$ cat src/rtl/cpu_pkg.sv
// Shared CPU types: register/data widths and the write-back entry used by
// the write-back arbiter and its result FIFO.
package cpu_pkg;

    localparam int REG_ADDR_W  = 5;
    localparam int DATA_W      = 32;
    localparam int STALL_CNT_W = 16;

    typedef struct packed {
        logic [REG_ADDR_W-1:0] rd;
        logic [DATA_W-1:0]     data;
    } wb_entry_t;

    // Which producer owns the write-back port for the coming cycle.
    typedef enum logic [1:0] {
        SRC_NONE   = 2'd0,
        SRC_ALU    = 2'd1,
        SRC_FIFO   = 2'd2,
        SRC_BYPASS = 2'd3
    } wb_src_e;

endpackage

$ cat src/rtl/wb_fifo.sv
// In-order FIFO of buffered MDU results. DEPTH must be a power of two
// (2 or 4) so the pointers wrap naturally.
module wb_fifo
    import cpu_pkg::*;
#(
    parameter int DEPTH = 2
) (
    input  logic      Clk,
    input  logic      Reset,
    input  logic      push,
    input  logic      pop,
    input  wb_entry_t push_entry,
    output wb_entry_t head,
    output logic      full,
    output logic      empty
);

    localparam int PTR_W = $clog2(DEPTH);
    localparam int CNT_W = $clog2(DEPTH + 1);

    wb_entry_t        mem_q [DEPTH];
    wb_entry_t        mem_d [DEPTH];
    logic [PTR_W-1:0] wr_ptr_q, wr_ptr_d;
    logic [PTR_W-1:0] rd_ptr_q, rd_ptr_d;
    logic [CNT_W-1:0] count_q, count_d;
    logic             push_ok, pop_ok;

    assign full  = (count_q == CNT_W'(DEPTH));
    assign empty = (count_q == '0);
    assign head  = mem_q[rd_ptr_q];

    // Guards keep the count from ever wrapping, whatever the caller asks for.
    assign push_ok = push & ~full;
    assign pop_ok  = pop & ~empty;

    always_comb begin
        // NOTE: every always_comb output gets a default first so no latch is inferred.
        mem_d    = mem_q;
        wr_ptr_d = wr_ptr_q;
        rd_ptr_d = rd_ptr_q;
        count_d  = count_q;
        if (push_ok) begin
            mem_d[wr_ptr_q] = push_entry;
            wr_ptr_d        = wr_ptr_q + PTR_W'(1);
        end
        if (pop_ok) begin
            rd_ptr_d = rd_ptr_q + PTR_W'(1);
        end
        if (push_ok && !pop_ok) begin
            count_d = count_q + CNT_W'(1);
        end else if (pop_ok && !push_ok) begin
            count_d = count_q - CNT_W'(1);
        end
    end

    // NOTE: storage is not reset; an empty count makes stale entries unreachable.
    always_ff @(posedge Clk) begin
        mem_q <= mem_d;
    end

    // NOTE: sequential state uses non-blocking assignments only.
    always_ff @(posedge Clk or posedge Reset) begin
        if (Reset) begin
            wr_ptr_q <= '0;
            rd_ptr_q <= '0;
            count_q  <= '0;
        end else begin
            wr_ptr_q <= wr_ptr_d;
            rd_ptr_q <= rd_ptr_d;
            count_q  <= count_d;
        end
    end

endmodule

$ cat src/rtl/wb_arbiter.sv
// Write-back arbiter: ALU results take priority, MDU results queue behind
// them in wb_fifo, and a busy scoreboard tracks pending MDU writes.
// Optional stall counter enabled with `define WB_PERF_EN.
module wb_arbiter
    import cpu_pkg::*;
#(
    parameter int FIFO_DEPTH = 2
) (
    input  logic                  Clk,
    input  logic                  Reset,
    input  logic                  AluValid,
    input  logic [REG_ADDR_W-1:0] AluRd,
    input  logic [DATA_W-1:0]     AluData,
    input  logic                  MduValid,
    input  logic [REG_ADDR_W-1:0] MduRd,
    input  logic [DATA_W-1:0]     MduData,
    output logic                  MduReady,
    input  logic                  IssueMdu,
    input  logic [REG_ADDR_W-1:0] IssueRd,
    output logic [31:0]           Busy,
    output logic [REG_ADDR_W-1:0] RD,
    output logic [DATA_W-1:0]     WData,
    output logic                  RegWr
`ifdef WB_PERF_EN
    ,
    output logic [STALL_CNT_W-1:0] StallCnt
`endif
);

    wb_entry_t             fifo_head;
    logic                  fifo_full, fifo_empty;
    logic                  fifo_push, fifo_pop;
    logic                  mdu_fire;
    wb_src_e               src;
    wb_entry_t             sel_entry;
    logic [31:0]           set_mask, clr_mask;

    logic [REG_ADDR_W-1:0] rd_q, rd_d;
    logic [DATA_W-1:0]     wdata_q, wdata_d;
    logic                  reg_wr_q, reg_wr_d;
    logic [31:0]           busy_q, busy_d;

    // Ready depends on the FIFO count alone, never on AluValid.
    assign MduReady = ~fifo_full;
    assign mdu_fire = MduValid & ~fifo_full;

    wb_fifo #(
        .DEPTH (FIFO_DEPTH)
    ) u_fifo (
        .Clk        (Clk),
        .Reset      (Reset),
        .push       (fifo_push),
        .pop        (fifo_pop),
        .push_entry ('{rd: MduRd, data: MduData}),
        .head       (fifo_head),
        .full       (fifo_full),
        .empty      (fifo_empty)
    );

    always_comb begin
        src       = SRC_NONE;
        fifo_push = 1'b0;
        fifo_pop  = 1'b0;
        if (AluValid) begin
            src       = SRC_ALU;
            fifo_push = mdu_fire;
        end else if (!fifo_empty) begin
            src       = SRC_FIFO;
            fifo_pop  = 1'b1;
            fifo_push = mdu_fire;
        end else if (mdu_fire) begin
            src = SRC_BYPASS;
        end
    end

    always_comb begin
        sel_entry = '{rd: AluRd, data: AluData};
        rd_d      = rd_q;
        wdata_d   = wdata_q;
        reg_wr_d  = 1'b0;
        clr_mask  = '0;
        set_mask  = '0;
        case (src)
            SRC_FIFO:   sel_entry = fifo_head;
            SRC_BYPASS: sel_entry = '{rd: MduRd, data: MduData};
            default:    sel_entry = '{rd: AluRd, data: AluData};
        endcase
        if (src != SRC_NONE) begin
            rd_d     = sel_entry.rd;
            wdata_d  = sel_entry.data;
            reg_wr_d = (sel_entry.rd != '0);
        end
        if (src == SRC_FIFO || src == SRC_BYPASS) begin
            clr_mask[sel_entry.rd] = 1'b1;
        end
        if (IssueMdu && IssueRd != '0) begin
            set_mask[IssueRd] = 1'b1;
        end
        // Set is applied after clear so a same-edge reissue keeps the bit.
        busy_d    = (busy_q & ~clr_mask) | set_mask;
        busy_d[0] = 1'b0;
    end

    always_ff @(posedge Clk or posedge Reset) begin
        if (Reset) begin
            rd_q     <= '0;
            wdata_q  <= '0;
            reg_wr_q <= 1'b0;
            busy_q   <= '0;
        end else begin
            rd_q     <= rd_d;
            wdata_q  <= wdata_d;
            reg_wr_q <= reg_wr_d;
            busy_q   <= busy_d;
        end
    end

    assign RD    = rd_q;
    assign WData = wdata_q;
    assign RegWr = reg_wr_q;
    assign Busy  = busy_q;

`ifdef WB_PERF_EN
    logic [STALL_CNT_W-1:0] stall_cnt_q, stall_cnt_d;

    always_comb begin
        stall_cnt_d = stall_cnt_q;
        if (AluValid && !fifo_empty && stall_cnt_q != '1) begin
            stall_cnt_d = stall_cnt_q + STALL_CNT_W'(1);
        end
    end

    always_ff @(posedge Clk or posedge Reset) begin
        if (Reset) begin
            stall_cnt_q <= '0;
        end else begin
            stall_cnt_q <= stall_cnt_d;
        end
    end

    assign StallCnt = stall_cnt_q;
`endif

endmodule

$ cat config.mk
export PLATFORM = sky130hd
export DESIGN_NAME = wb_arbiter
export DESIGN_NICKNAME = d
export VERILOG_FILES = /design/src/rtl/cpu_pkg.sv /design/src/rtl/wb_fifo.sv /design/src/rtl/wb_arbiter.sv
export SDC_FILE = /design/constraint.sdc
export NUM_CORES = 1
export LEC_CHECK = 0
export ABC_AREA = 1
export CORE_ASPECT_RATIO = 2
export CORE_MARGIN = 3
export CORE_UTILIZATION = 54
export DETAILED_ROUTE_END_ITERATION = 16
export PLACE_DENSITY = 0.85
export SLEW_MARGIN = 5
export SYNTH_ARGS = -nofsm -noshare
export SYNTH_HDL_FRONTEND = slang
export SYNTH_SLANG_ARGS = --single-unit
$ cat constraint.sdc
create_clock -name Clk -period 5.7 [get_ports Clk]
set_input_delay 0.855 -clock Clk [delete_from_list [all_inputs] [get_ports Clk]]
set_output_delay 0.855 -clock Clk [all_outputs]
set_load 0.02 [all_outputs]
==> results.json, run 1 <==
{
  "worstMarginPinSlew_ns": 1.14,
  "synthFlopType": "edfxtp_1",
  "avgSynthCellArea_sq_um": 9.65,
  "first_iter_violations": 574,
  "cp_num_buf_inv": 2,
  "clk_latency_ns": 0.41,
  "crit_path_max_incr_delay_ns": 0.59,
  "initial_core_util_pct": 56.1,
  "clk_path_buf_depth": 2,
  "synth_area_leaders": "edfxtp_1 (33%), dfrtp_1 (27%), nand2_1 (13%)",
  "grt-ovfl-total": 0,
  "crit_top_cell": "nand2_1",
  "cts_setup_buffers": 0,
  "maxCapViolCount": 0,
  "routedWlPerCell_um": 20.0,
  "synth_cell_types": 35,
  "post_drt_via_cell_ratio": 5.84,
  "cts_resized": 0,
  "synth-seq-cells": 147,
  "synth_top_area_share_pct": 33.3,
  "setup_violations": 0,
  "ys_seq_area_share_pct": 60.6,
  "postRouteWirelength_mm": 20.0,
  "rsz0062_at_grt": "no",
  "finalHoldViolations": 0,
  "critPathMaxFanout": 17,
  "core_sq_um": 11900,
  "final.min_clock_period_ns": 2.99,
  "cp.arrival_ns": 3.29,
  "power_density_nw_per_um2": 539,
  "cts_tree": "built",
  "synth_edf_count": 74,
  "path_cells": "clkdlybuf4s50_1, nor2_2, buf_4, nand2_1, nand2_1, nor2_1, nor2_4, nand3_1, nand2_1, nand2_1",
  "crit_required_ns": 6.00,
  "antenna_cells": 0,
  "drv_slew": 0,
  "timing.fmax_mhz": 335,
  "synth_warnings": 0,
  "grt_pass1_vias": 6175,
  "num_io_pins": 155,
  "worstSetupEndpointType": "flip-flop",
  "clk_pin_slew_ns": 0.06,
  "power_mw": 4.79,
  "hold_class": "flip-flop to flip-flop",
  "cts_hold_buffers": 0,
  "antenna_found_initial": 0,
  "chipWidth_um": 84.6,
  "period_share_pct": 52.4,
  "fin_nets": 926,
  "slew_headroom_pct": 24.1,
  "drcViolationCount": 0,
  "drt_pass1_iterations": 5,
  "grt_max_degree": 40,
  "die-area_sq_um": 13800,
  "fp-row-count": 56,
  "drive_gt1_share_pct": 9.02,
  "critical_path_class": "input port to flip-flop",
  "crit_family": "simple AND/OR/NAND/NOR gates",
  "r2r_setup_slack_ns": 3.19,
  "root_buffer": "clkbuf_16",
  "postRouteAntennaNets": 0,
  "place_congestion": 0.914,
  "post-synth-top-area-cell": "edfxtp_1",
  "netlist_instances": 692,
  "fin_util_pct": 74.6,
  "start_kind": "input port",
  "clock_sinks": 147,
  "synth_nets": 777,
  "async_flop_share_pct": 49.7,
  "outcome": "completed",
  "grt_pass1_wl_mm": 31.1,
  "vias": 5833,
  "ir_drop_v": 0.000351,
  "leakagePower_nw": 3.77,
  "syn_to_final_growth_pct": 33.0,
  "grt_use_total_pct": 29.2,
  "port_buffers": 153,
  "crit_path_top_delay_cell": "clkdlybuf4s50_1",
  "final.setup.tns_ns": 0,
  "skew_ns": 0.0100,
  "dp_hpwl_mm": 13.4,
  "numCtsBuffers": 17,
  "die_h_um": 163,
  "htreeDepth": 4,
  "synth.cell_area_sq_um": 6680
}
[layout by cell type, fill, tap and decap left out, types with 9 or more instances in the layout]
cell type / n
nand2_1: 239
clkdlybuf4s50_1: 153
edfxtp_1: 74
dfrtp_1: 73
nand3_1: 63
o21ai_0: 38
inv_1: 35
nor2_1: 30
a21oi_1: 20
clkbuf_16: 17
o21ai_1: 16
nand4_1: 11
nor2_4: 9
inv_2: 9
[kinds of logic after synthesis]
| logic type | synth area share [%] |
|---|---|
| DFF | 60.6 |
| buffers and inverters | 5.11 |
| other | 0.0561 |
| and+or+nand+nor | 26.0 |
| adders and majority gates | 0.187 |
| xor gates and xnor gates | 0.393 |
| AOI/OAI and AO/OA | 7.61 |
[final timing paths]
check                                                   start                            end  depth (start not counted)
worst max register to register  u_fifo.count_q[0]$_DFFE_PP0P_              Busy[8]$_DFF_PP0_                         10
worst min register to register              Busy[6]$_DFF_PP0_              Busy[6]$_DFF_PP0_                          2
min in group asynchronous                               Reset             Busy[11]$_DFF_PP0_                          2
worst min-delay path                        Busy[6]$_DFF_PP0_              Busy[6]$_DFF_PP0_                          2
worst max-delay path                                 AluValid              Busy[8]$_DFF_PP0_                         10
max in group asynchronous                               Reset  u_fifo.count_q[1]$_DFFE_PP0P_                          3
[Yosys cell counts, drive strengths merged, types with 2 or more instances]
cell / count
o211ai: 7
clkbuf: 10
nor4: 3
nand2: 244
nand4: 11
nor3: 2
o21ai: 55
nor2: 42
o31ai: 7
a21oi: 21
buf: 19
or2: 6
nand3: 68
edfxtp: 74
dfrtp: 73
xnor2: 2
inv: 45
[stage by stage]
stage	setup WS, ns	cells	cell area [sq um]	hold slack [ns]
after floorplan	2.68	692	6680	0.487
after detailed placement	2.35	967	8280	0.462
after CTS	2.76	999	8880	0.482
after global routing	2.56	999	8880	0.500
final	2.71	999	8880	0.482
after global placement	2.49	967	8280	0.461
[flip-flops by register name, summed over array words and instances (netlist names)]
| name | count |
|---|---|
| u_fifo.rd_ptr_q | 1 |
| u_fifo.wr_ptr_q | 1 |
| u_fifo.count_q | 2 |
| RegWr | 1 |
| WData | 32 |
| RD | 5 |
| Busy | 31 |
| u_fifo.mem_q | 74 |
[cell type report]
type | count | area (sq um)
repair buffers | 159 | 1580
well taps | 145 | 181
fillers | 790 | 3030
multi-input cells | 471 | 2300
inverters | 45 | 170
clock inverters | 13 | 159
clock buffers | 19 | 443
flip-flops and latches | 147 | 4050
[worst reg2reg max path, delay by kind of cell (launching register included)]
kind | cells | cell delay [ns]
simple gates | 9 | 1.48
buf+inv | 1 | 0.39
flops | 1 | 0.52
[power by group]
group	internal (mW)	total (mW)	leakage, nW	switching (mW)
clock	0.699	1.13	0.291	0.430
sequential	1.50	1.71	1.56	0.209
combinational	0.749	1.95	1.92	1.20
[metal layers]
layer  global-route usage [%]  share of wire, %  up-vias
met1                     30.5                33     2790
met3                     6.66               7.7       84
met5                        0                 0        -
li1                         -                 -     2604
met2                     52.9                55      355
met4                     16.1               4.4        0
(Power assumes the default switching activity.)
==> inputs of run 2 (changes only) <==
CORE_UTILIZATION = 45   (was 54)
PLACE_DENSITY = 0.76   (was 0.85)
clock period = 2.7 ns   (was 5.7 ns; I/O delays follow)
==> run 2 against run 1 <==
  * Register-to-register slack worse by 2.5 ns
  * Combinational power is 110% higher
  * Non-clock buffer count rose by 9
  * Hold slack lost 0.12 ns
  * Sequential share of layout area is 1.0 points lower
  * Flip-flop and latch count unchanged
  * Total power rose by 110%
  * Cell count grew 5.8%
  * Final area is 2.4% higher
  * Critical endpoint is now MduReady
==> results.json, run 2 (synthesis results as in run 1) <==
{
  "largest_reg_flops": 74,
  "leakagePower_nw": 3.85,
  "final_cell_mix": "nand2_1 (239), clkdlybuf4s50_1 (153), edfxtp_1 (74), dfrtp_1 (73), nand3_1 (63)",
  "fin_area_sq_um": 9090,
  "drive_gt1_share_pct": 10.1,
  "chipWidth_um": 92.1,
  "postRouteWirelength_mm": 18.7,
  "place_congestion": 0.851,
  "placed_area_sq_um": 8430,
  "skew_ns": 0.0129,
  "dp.cells": 1023,
  "num_io_pins": 155,
  "first_iter_violations": 273,
  "finalWorstSetupSlack_ns": 0.503,
  "grt_use_total_pct": 23.4,
  "holdWs_ns": 0.363,
  "routedWlPerCell_um": 17.7,
  "gr-usage-met1_pct": 23.6,
  "slew_headroom_pct": 48.3,
  "setup_violations": 0,
  "root_buffer": "clkbuf_16",
  "drv_slew": 0,
  "die_h_um": 178,
  "critical_path_class": "flip-flop to primary output",
  "multi_input_area_sq_um": 2300,
  "cts_resized": 0,
  "post_drt_via_cell_ratio": 5.20,
  "maxCapViolCount": 0,
  "grt_pass1_wl_mm": 29.4,
  "worstSetupEndpointType": "primary output",
  "clk_pin_slew_ns": 0.07,
  "clk_path_buf_depth": 2,
  "met2_usage_pct": 43.9,
  "timing.fmax_mhz": 455,
  "core_sq_um": 14400,
  "clk_latency_ns": 0.42,
  "numCtsBuffers": 17,
  "final.min_clock_period_ns": 2.20,
  "hold_class": "input port to async pin",
  "final.setup.tns_ns": 0,
  "worstMarginPinSlew_ns": 0.769,
  "port_buffers": 153,
  "drt_pass1_iterations": 5,
  "finalHoldViolations": 0,
  "grt_pass1_vias": 5773,
  "crit_required_ns": 2.30,
  "top_register": "u_fifo.mem_q",
  "power_mw": 10.2,
  "ir_drop_v": 0.000602,
  "layout_commonest_cell": "nand2_1",
  "dp_hpwl_mm": 13.1,
  "outcome": "completed",
  "postRouteAntennaNets": 0,
  "fp-row-count": 62,
  "clock_sinks": 147,
  "fin_cells": 1057,
  "cp.arrival_ns": 1.79,
  "rsz0062_at_grt": "no",
  "initial_core_util_pct": 46.3,
  "syn_to_final_growth_pct": 36.1,
  "critPathMaxFanout": 5,
  "die-area_sq_um": 16400,
  "start_kind": "flip-flop",
  "grtUsageMet3_pct": 5.11,
  "grt-ovfl-total": 0,
  "period_share_pct": 81.4,
  "grt_max_degree": 51,
  "antenna_found_initial": 1,
  "cts_setup_buffers": 0,
  "regArea_sq_um": 4050,
  "power_density_nw_per_um2": 1130,
  "fillers": 1218,
  "post-place-ws_ns": 0.122,
  "cts_hold_buffers": 0,
  "grt-busiest-layer": "met2",
  "cts_tree": "built",
  "drcViolationCount": 0,
  "vias": 5492,
  "fin_nets": 935,
  "fin_util_pct": 63.0,
  "htreeDepth": 4
}
==> run 2: changes by cell type in the layout (fill, tap and decap cells not counted), sizes merged <==
| cell | delta |
|---|---|
| buf | +9 |
| bufinv | +2 |
| clkbuf | -1 |
| clkinv | -4 |
| diode | +2 |
| inv | +3 |
==> run 2: cell type report <==
type                            count  share of cell area (%)
Clock buffer                       18                    4.72
Timing Repair Buffer              168                    18.4
Multi-Input combinational cell    471                    25.3
Antenna cell                        2                  0.0551
Sequential cell                   147                    44.5
Inverter                           45                    1.87
Clock inverter                     14                    2.48
Tap cell                          192                    2.64
==> run 2: path summary, 6_finish.rpt <==
| kind | startpoint | to | slack, ns | cells after the start |
|---|---|---|---|---|
| hold / removal | Reset | WData[31]$_DFFE_PP0P_ | 0.36 | 2 |
| setup / recovery | u_fifo.count_q[0]$_DFFE_PP0P_ | MduReady | 0.50 | 3 |
| hold reg to reg | Busy[2]$_DFF_PP0_ | Busy[2]$_DFF_PP0_ | 0.47 | 2 |
| min in group Clk | Busy[2]$_DFF_PP0_ | Busy[2]$_DFF_PP0_ | 0.47 | 2 |
| max in group asynchronous | Reset | u_fifo.count_q[0]$_DFFE_PP0P_ | 1.67 | 3 |
| setup reg to reg | u_fifo.rd_ptr_q$_DFFE_PP0P_ | WData[22]$_DFFE_PP0P_ | 0.67 | 6 |
==> run 2: power by group <==
part | internal (mW) | switching, mW
clock | 1.66 | 0.960
combinational | 1.63 | 2.42
sequential | 3.15 | 0.417
==> run 2: critical path: stages (launching register included) <==
cell and delay, ns:
dfrtp_1 0.53, inv_1 0.12, nand2_1 0.11, clkdlybuf4s50_1 0.62
==> run 2: metal layers <==
metal	up-vias	routed length, um
met5	-	0
met4	0	757
met3	51	1060
met2	191	10500
met1	2627	6390
li1	2623	-
==> inputs of run 3 (changes only) <==
clock period = 2 ns   (was 2.7 ns; I/O delays follow)
==> run 3 against run 2 <==
  * Sequential power rose by 35%
  * Utilization is 1.8 points higher
  * Clock skew decreased by 0.0075 ns
  * Wire length up 1.6%
  * First-iteration DRC count increased by 20%
==> results.json, run 3 (synthesis results as in run 1) <==
{
  "outcome": "completed",
  "cts_hold_buffers": 0,
  "clock_sinks": 147,
  "numCtsBuffers": 17,
  "port_buffers": 153,
  "fp-row-count": 62,
  "path_cells": "nor2_4, nor2_4, buf_4, nand2_1, nand2_1, nor2_4, buf_12, nand4_1, nand2_1, nand2_1",
  "clk_latency_ns": 0.41,
  "finalWorstSetupSlack_ns": 0.182,
  "drv_slew": 0,
  "start_kind": "flip-flop",
  "clk_pin_slew_ns": 0.06,
  "critPathMaxFanout": 17,
  "largest_reg_flops": 74,
  "syn_to_final_growth_pct": 40.0,
  "grt-ovfl-total": 0,
  "drcViolationCount": 0,
  "postRouteWirelength_mm": 19.0,
  "worstSetupStartpoint": "u_fifo.count_q[1]$_DFFE_PP0P_",
  "top_register": "u_fifo.mem_q",
  "skew_ns": 0.00545,
  "fillers": 1174,
  "worstSetupEndpointType": "flip-flop",
  "drive_gt1_share_pct": 12.4,
  "place_congestion": 0.849,
  "post_drt_via_cell_ratio": 5.15,
  "grt_pass1_vias": 5848,
  "cp_num_buf_inv": 2,
  "antenna_found_initial": 3,
  "htreeDepth": 4,
  "die_h_um": 178,
  "maxCapViolCount": 0,
  "timing.fmax_mhz": 550,
  "grt_max_degree": 74,
  "layout_commonest_cell": "nand2_1",
  "chipWidth_um": 92.1,
  "hold_class": "input port to async pin",
  "critical_path_class": "flip-flop to flip-flop",
  "crit_path_top_delay_cell": "dfrtp_1",
  "vias": 5565,
  "num_io_pins": 155,
  "power_density_nw_per_um2": 1500,
  "final.min_clock_period_ns": 1.82,
  "drt_pass1_iterations": 5,
  "period_share_pct": 90.9,
  "first_iter_violations": 327,
  "cp.arrival_ns": 2.13,
  "cts_tree": "built",
  "routedWlPerCell_um": 17.5,
  "fin_nets": 957,
  "crit_family": "simple AND/OR/NAND/NOR gates",
  "die-area_sq_um": 16400,
  "holdWs_ns": 0.315,
  "rsz0062_at_grt": "no",
  "finalHoldViolations": 0,
  "post-place-ws_ns": -0.0909,
  "crit_required_ns": 2.31,
  "crit_top_cell": "nand2_1",
  "r2r_setup_slack_ns": 0.18,
  "final_cell_mix": "nand2_1 (239), clkdlybuf4s50_1 (152), edfxtp_1 (74), dfrtp_1 (72), nand3_1 (63)",
  "initial_core_util_pct": 46.3,
  "root_buffer": "clkbuf_16",
  "core_sq_um": 14400,
  "setup_violations": 0,
  "power_mw": 14.0,
  "postRouteAntennaNets": 0,
  "clk_path_buf_depth": 2,
  "placed_area_sq_um": 8700,
  "fin_area_sq_um": 9350,
  "leakagePower_nw": 3.97,
  "dp_hpwl_mm": 13.8,
  "crit_path_max_incr_delay_ns": 0.46,
  "grt_use_total_pct": 24.0,
  "r2r_start": "u_fifo.count_q[1]$_DFFE_PP0P_",
  "grt_pass1_wl_mm": 30.1,
  "ir_drop_v": 0.000807
}
-- run 3: cell count changes in the layout (fill, tap and decap cells not counted), sizes merged --
cell | previous run | this run
buf | 15 | 37
bufinv | 5 | 4
clkdlybuf4s50 | 153 | 152
clkinv | 4 | 2
clkinvlp | 2 | 5
diode | 2 | 4
dlymetal6s2s | 0 | 1
-- run 3: path summary, 6_finish.rpt --
check | to | cells after the start
worst max-delay path | Busy[25]$_DFF_PP0_ | 10
worst min-delay path | WData[14]$_DFFE_PP0P_ | 3
worst max register to register | Busy[25]$_DFF_PP0_ | 10
worst min register to register | Busy[11]$_DFF_PP0_ | 2
max in group asynchronous | u_fifo.count_q[0]$_DFFE_PP0P_ | 3
min in group Clk | Busy[11]$_DFF_PP0_ | 2
-- run 3: worst min-delay path, stage by stage --
cell	delay, ns
clkdlybuf4s50_1	0.44
clkinvlp_4	0.10
buf_12	0.31
-- run 3: metal layers --
| layer | GRT usage (%) | vias to the layer above | share of wire (%) |
|---|---|---|---|
| li1 | - | 2681 | - |
| met1 | 24.0 | 2672 | 34 |
| met2 | 46.4 | 168 | 58 |
| met3 | 4.77 | 44 | 4.9 |
| met4 | 11.2 | 0 | 3.5 |
| met5 | 0 | - | 0 |
-- run 3: power by group --
group | internal [mW] | leakage (nW) | total (mW) | switching (mW)
Sequential | 4.26 | 1.56 | 4.82 | 0.564
Combinational | 2.44 | 2.11 | 5.79 | 3.35
Clock | 2.11 | 0.294 | 3.38 | 1.27
Total | 8.80 | 3.97 | 14.0 | 5.19
-- run 3: what timing repair did --
action | 4_1_cts | 5_1_grt
resized for setup | 1 | 1
endpoints found under the setup margin | 1 | 1
setup buffers | 0 | 0
pin swaps | 0 | 0
-- run 3: layout make-up --
class                      count  area (sq um)  share of cell area [%]
antenna                        4          10.0                   0.107
timing repair buffer         190          1940                    20.7
sequential                   147          4050                    43.3
multi-input combinational    471          2310                    24.7
clock inverter                14           203                    2.17
clock buffer                  18           429                    4.59
inverter                      45           173                    1.85
tap                          192           240                    2.57
-- run 3: metrics by stage --
| stage | TNS [ns] | utilization [%] | cells |
|---|---|---|---|
| 2_1_floorplan | -26.47 | - | 692 |
| 3_3_place_gp | -0.249 | 60.3 | 1045 |
| 3_5_place_dp | -1.15 | 60.3 | 1045 |
| 4_1_cts | 0 | 64.7 | 1077 |
| 5_1_grt | 0 | 64.8 | 1080 |
| 6_report | 0 | 64.8 | 1081 |
